[config.mk]
export PLATFORM = sky130hd
export DESIGN_NAME = product_accumulator
export DESIGN_NICKNAME = d
export VERILOG_FILES = /design/src/rtl/product_accumulator.sv
export SDC_FILE = /design/constraint.sdc
export NUM_CORES = 1
export LEC_CHECK = 0
export BUFFER_PORTS_ARGS = -buffer_cell sky130_fd_sc_hd__buf_2
export CAP_MARGIN = 10
export CORE_ASPECT_RATIO = 2
export CORE_UTILIZATION = 39
export DETAILED_ROUTE_END_ITERATION = 10
export PLACE_DENSITY = 0.7
export SYNTH_ARGS = -nofsm -noshare
export SYNTH_HDL_FRONTEND = slang
export SYNTH_SLANG_ARGS = --single-unit
[constraint.sdc]
create_clock -name clk -period 2.15 [get_ports clk]
set_input_delay 0.215 -clock clk [delete_from_list [all_inputs] [get_ports clk]]
set_output_delay 0.215 -clock clk [all_outputs]
set_load 0.01 [all_outputs]
[src/rtl/product_accumulator.sv]
// Product accumulator: sums each group of LEN multiplier products arriving over
// valid/ready and presents every completed sum on a held valid/ready port.
module product_accumulator #(
    parameter int unsigned PROD_W = 16,
    parameter int unsigned LEN    = 4,
    parameter int unsigned ACC_W  = 18
) (
    input  logic              clk,
    input  logic              rst,
    input  logic              clear,
    input  logic              in_valid,
    output logic              in_ready,
    input  logic [PROD_W-1:0] product,
    output logic              out_valid,
    input  logic              out_ready,
    output logic [ACC_W-1:0]  sum,
    output logic [7:0]        frame_cnt
);

    localparam int unsigned CNT_W   = (LEN > 2) ? $clog2(LEN) : 1;
    localparam int unsigned FRAME_W = 8;

    localparam logic [0:0] S_ACC  = 1'b0;
    localparam logic [0:0] S_DONE = 1'b1;

    localparam logic [CNT_W-1:0] CNT_LAST = CNT_W'(LEN - 1);

    logic [0:0]         r_state;
    logic [0:0]         w_state_nxt;
    logic [ACC_W-1:0]   r_acc;
    logic [ACC_W-1:0]   w_acc_nxt;
    logic [CNT_W-1:0]   r_cnt;
    logic [CNT_W-1:0]   w_cnt_nxt;
    logic [ACC_W-1:0]   r_sum;
    logic [ACC_W-1:0]   w_sum_nxt;
    logic               r_out_valid;
    logic               w_out_valid_nxt;
    logic [FRAME_W-1:0] r_frame_cnt;
    logic [FRAME_W-1:0] w_frame_cnt_nxt;

    logic               w_in_fire;
    logic               w_out_fire;
    logic [ACC_W-1:0]   w_acc_add;

    // Ready is derived straight from the state so upstream sees it without a bubble.
    assign in_ready   = (r_state == S_ACC);
    assign w_in_fire  = in_valid && (r_state == S_ACC);
    assign w_out_fire = r_out_valid && out_ready;
    assign w_acc_add  = r_acc + ACC_W'(product);

    // State and datapath register bank.
    always_ff @(posedge clk or posedge rst) begin
        if (rst) begin
            r_state     <= S_ACC;
            r_acc       <= '0;
            r_cnt       <= '0;
            r_sum       <= '0;
            r_out_valid <= 1'b0;
            r_frame_cnt <= '0;
        end else begin
            r_state     <= w_state_nxt;
            r_acc       <= w_acc_nxt;
            r_cnt       <= w_cnt_nxt;
            r_sum       <= w_sum_nxt;
            r_out_valid <= w_out_valid_nxt;
            r_frame_cnt <= w_frame_cnt_nxt;
        end
    end

    // Next-state logic; clear wins over any coincident transfer or handshake.
    always_comb begin
        w_state_nxt     = r_state;
        w_acc_nxt       = r_acc;
        w_cnt_nxt       = r_cnt;
        w_sum_nxt       = r_sum;
        w_out_valid_nxt = r_out_valid;
        w_frame_cnt_nxt = r_frame_cnt;

        if (clear) begin
            w_state_nxt     = S_ACC;
            w_acc_nxt       = '0;
            w_cnt_nxt       = '0;
            w_out_valid_nxt = 1'b0;
        end else begin
            case (r_state)
                S_ACC: begin
                    if (w_in_fire) begin
                        if (r_cnt == CNT_LAST) begin
                            w_sum_nxt       = w_acc_add;
                            w_out_valid_nxt = 1'b1;
                            w_acc_nxt       = '0;
                            w_cnt_nxt       = '0;
                            w_state_nxt     = S_DONE;
                        end else begin
                            w_acc_nxt = w_acc_add;
                            w_cnt_nxt = r_cnt + CNT_W'(1);
                        end
                    end
                end
                S_DONE: begin
                    if (w_out_fire) begin
                        w_out_valid_nxt = 1'b0;
                        w_frame_cnt_nxt = r_frame_cnt + FRAME_W'(1);
                        w_state_nxt     = S_ACC;
                    end
                end
                default: begin
                    w_state_nxt = S_ACC;
                end
            endcase
        end
    end

    assign out_valid = r_out_valid;
    assign sum       = r_sum;
    assign frame_cnt = r_frame_cnt;

endmodule

== Yosys cells after proc, flatten, opt, wreduce, memory -nomap -nowiden ==
Cells that the tools add are included.

* Flip-flop bits (word level): 48
* Input port bits: 21

* $add $sub $neg: 3
* Eq/ne operators: 5
* Muxes and demuxes: 18
* Bitwise gates (word level): 2
* Reductions and logical operators: 7

{| class="wikitable"
|+ Operators by type and width
! kind !! number
|-
| $mux W18 || 4
|-
| $add A18 B16 Y18 || 1
|-
| $ne A3 B2 Y1 const B || 3
|-
| $add A8 B1 Y8 const B || 1
|-
| $mux W1 || 8
|-
| $mux W2 || 4
|-
| $reduce_and A3 Y1 || 2
|-
| $pmux W1 S2 || 2
|-
| $reduce_and A4 Y1 || 1
|-
| $add A2 B1 Y2 const B || 1
|-
| $eq A2 B2 Y1 const B || 1
|-
| $logic_and A1 B1 Y1 || 2
|-
| $ne A2 B2 Y1 const B || 1
|-
| $not A1 Y1 || 2
|-
| $reduce_and A2 Y1 || 1
|-
| $reduce_bool A2 Y1 || 1
|}

== Logic depth before layout (Yosys ltp) ==
* Depth in word-level cells: 5
* Gate-level depth with buffers: 8
* Depth with buffers taken out: 8

== Least setup slack after synthesis ==
OpenSTA, ideal clock, no wires.

* Path type: flip-flop to flip-flop
* Start: reg r_acc[0]
* End: reg r_acc[12]
* Setup time: 0.122 ns
* Data arrival time: 2.163 ns
* Path slack: -0.135 ns
* Stages on the path, launching flop included: 9
* Path buffers: 0
* Clock period less this slack: 2.285 ns
* Path through: dfrtp_1 > ha_1 > fa_1 > a211oi_2 > o21ai_2 > o211ai_2 > a21oi_1 > or3_1 > a32o_1

* Word-level cells in the longest chain between the ends: 5

{| class="wikitable"
|+ RTL lines
! what !! line !! RTL
|-
| start, declared || 30 || <nowiki>logic [ACC_W-1:0] r_acc;</nowiki>
|-
| start signal, assigned || 62 || <nowiki>r_acc <= w_acc_nxt;</nowiki>
|-
| $add A18 B16 Y18 || 49 || <nowiki>assign w_acc_add = r_acc + ACC_W'(product);</nowiki>
|-
| $mux W18 || 88 || <nowiki>if (r_cnt == CNT_LAST) begin</nowiki>
|-
| $mux W18 || 87 || <nowiki>if (w_in_fire) begin</nowiki>
|-
| $mux W18 || 85 || <nowiki>case (r_state)</nowiki>
|-
| $mux W18 || 79 || <nowiki>if (clear) begin</nowiki>
|}

No other way between the ends. The select of a mux whose other input is x is not followed.
A chain may end at the register's enable or synchronous reset.

== Final worst setup path ==
Ends and elaborated chain as after synthesis.

==> results.toml <==
[route]
ant_nets = 0
drt_wl_total_mm = 7.09
drc = 0
drtPass1Iterations = 5
vias_per_cell = 5.38
drt_iter0_markers = 42
via_count = 2398
wire_per_inst_um = 15.9

[clock_network]
clockBufferDepth = 2
cts_made_buffers = 5
clk_latency_ps = 300
cts_sinks = 48
path_clk_slew_ps = 70
cts_root_buffer = "clkbuf_16"
cts.htree.levels = 2
cts_tree = "yes"

[finish]
seq_area_um2 = 1200
n_antenna_cell = 0
drive_above_1_share = 0.329
final_nets = 395
fillCellCount = 685
syn_to_final_growth_pct = 28.1
utilization = 0.511
multiInputGateArea_um2 = 1580

[grt]
antenna_found_initial = 0
first_global_vias = 2405
grt_pass1_wl_mm = 11.4
gr-total-overflow = 0
grt_usage = 0.209
grt_max_degree = 25

[floorplanning]
die_x_um = 61.4
start_util = 0.399
die-area_um2 = 7410
ioPinCount = 49
die_h_um = 121
core.rowCount = 43
coreArea_um2 = 6890

[synth]
synth_commonest_cells = "dfrtp_1, nand2_1, o21ai_0, ha_1, a21oi_1"
synth_top_area_frac = 0.437
ys_types = 52
synth-seq-cells = 48
yosysMostFrequentCell = "dfrtp_1"
synthCells = 283
synth_area_per_cell_um2 = 9.71
synth_area_leaders = "dfrtp_1, ha_1, nand2_1"
yosysTopAreaCell = "dfrtp_1"
yosysSeqAreaShare = 0.437
syn_nets = 323
ys.flop_type = "dfrtp_1"
synthArstFlopShare = 1.00
netlist_area_um2 = 2750
synth_edf_count = 0
synth_warnings = 0

[placement]
io_buffers = 48
post-dp-hpwl_mm = 5.24
place_congestion = 0.896
dp_slack_ps = -126

[timing]
hold_viol = 0
setup-violations-final = 10
fin_crit_sh = 1.07
period_needed_ps = 2300
worst_slack_ps = -146
skew_ps = 9.94
fmax_mhz = 436
rsz0062_at_grt = "true"
drv_slew = 0
slew_headroom = 0.637
tightest_slew_ps = 539

[critical_path]
critical_path_class = "reg -> reg"
worst_path_max_delay_cell = "dfrtp_1"
path_max_fanout = 3
cp_cell_sequence = "ha_2, fa_2, a211oi_2, o21ai_2, o211ai_2, a21oi_2, or3_1, a32o_1"
slowest_delay_ps = 390
reg2reg_slack_ps = -150
worst_setup_path_start_kind = "flip-flop"
critPathArrivalTime_ps = 2480
crit_required_ps = 2340
worstSetupEndpointType = "flip-flop"

[run_status]
status = "finished with violations"
violations = "negative setup slack"

[power]
peakVddDrop_mv = 0.905
power_density_nw_per_um2 = 834
power_mw = 2.94
p_leak_nw = 1.72

[hold_path]
hp-class = "in -> reg"

[run]
maxCapViolations = 0
## power by group
part	total, mW	internal, mW	switching, mW
registers	1.11	1.03	0.0784
clock network	0.911	0.547	0.363
logic	0.916	0.413	0.503
## sequential cells by signal (all words and copies together), names as in the netlist
register	flops
frame_cnt	8
out_valid	1
r_state	1
r_acc	18
sum	18
r_cnt	2
## timing repair
item                                   in CTS  in global routing
buffers inserted                            2                  6
setup endpoints to repair                   9                 17
pin swaps                                   3                 11
resized for setup                           3                 25
hold buffers                                1                  0
endpoints found under the hold margin      22                  0
## worst max-delay path, delay by kind of cell, from the launching register on
| kind | cells | cell delay (ps) |
|---|---|---|
| AO/OA/AOI/OAI | 5 | 930 |
| adder cells (fa/ha/maj) | 2 | 530 |
| flip-flops | 1 | 390 |
| AND/OR/NAND/NOR | 1 | 330 |
## per-layer routing
layer  track usage  share of wire  vias to the layer above  wire length, um
met5             0              0                        -                0
met4         0.121          0.037                        0              259
met3        0.0321          0.033                       17              233
met2         0.364           0.56                       52             4010
met1         0.226           0.37                     1156             2600
li1              -              -                     1173                -
## area by class of cell
class,instances,area share
inverter,7,0.00746
multi-input combinational,220,0.448
clock inverter,3,0.0121
clock buffer,5,0.0355
sequential,48,0.341
timing repair buffer,73,0.123
tap,90,0.0320
## final timing paths
kind	start	endpoint	depth (start not counted)
max	r_acc[0]	r_acc[12]	8
min in group asynchronous	rst	frame_cnt[4]	3
min	clear	r_cnt[1]	2
max in group asynchronous	rst	sum[9]	4
min reg2reg	frame_cnt[7]	frame_cnt[7]	1
max reg2reg	r_acc[0]	r_acc[12]	8
## per-stage QoR
stage | hold slack, ps | std cells | setup TNS, ps | cell area, um2
2_1_floorplan | 421 | 283 | -26.4 | 2750
3_3_place_gp | 265 | 430 | -176 | 3190
3_5_place_dp | 273 | 430 | -426 | 3190
4_1_cts | 197 | 440 | -514 | 3390
5_1_grt | 218 | 446 | -2130 | 3520
6_report | 193 | 446 | -819 | 3520
## logic make-up after synthesis
kind of cell	count (synthesis)	synth area share
adders and majority gates	19	0.0892
DFF	48	0.437
and+or+nand+nor	92	0.160
AOI/OAI and AO/OA	92	0.234
xor gates and xnor gates	15	0.0478
buffers and inverters	15	0.0241
muxes	2	0.00819
## cells in the final DEF, fill, tap and decap left out, types with 5 or more instances in the layout
master,instances
nand2_1,39
xor2_1,7
nand2b_1,5
clkbuf_16,5
a21oi_2,5
nand3_1,5
dfrtp_1,48
and2_1,6
ha_2,5
xnor2_1,7
a21oi_1,12
inv_1,6
buf_4,23
a21o_1,9
ha_1,13
nand4_1,5
o21ai_0,20
nor2_1,15
buf_2,48
Power figures use the tool's default switching activity.
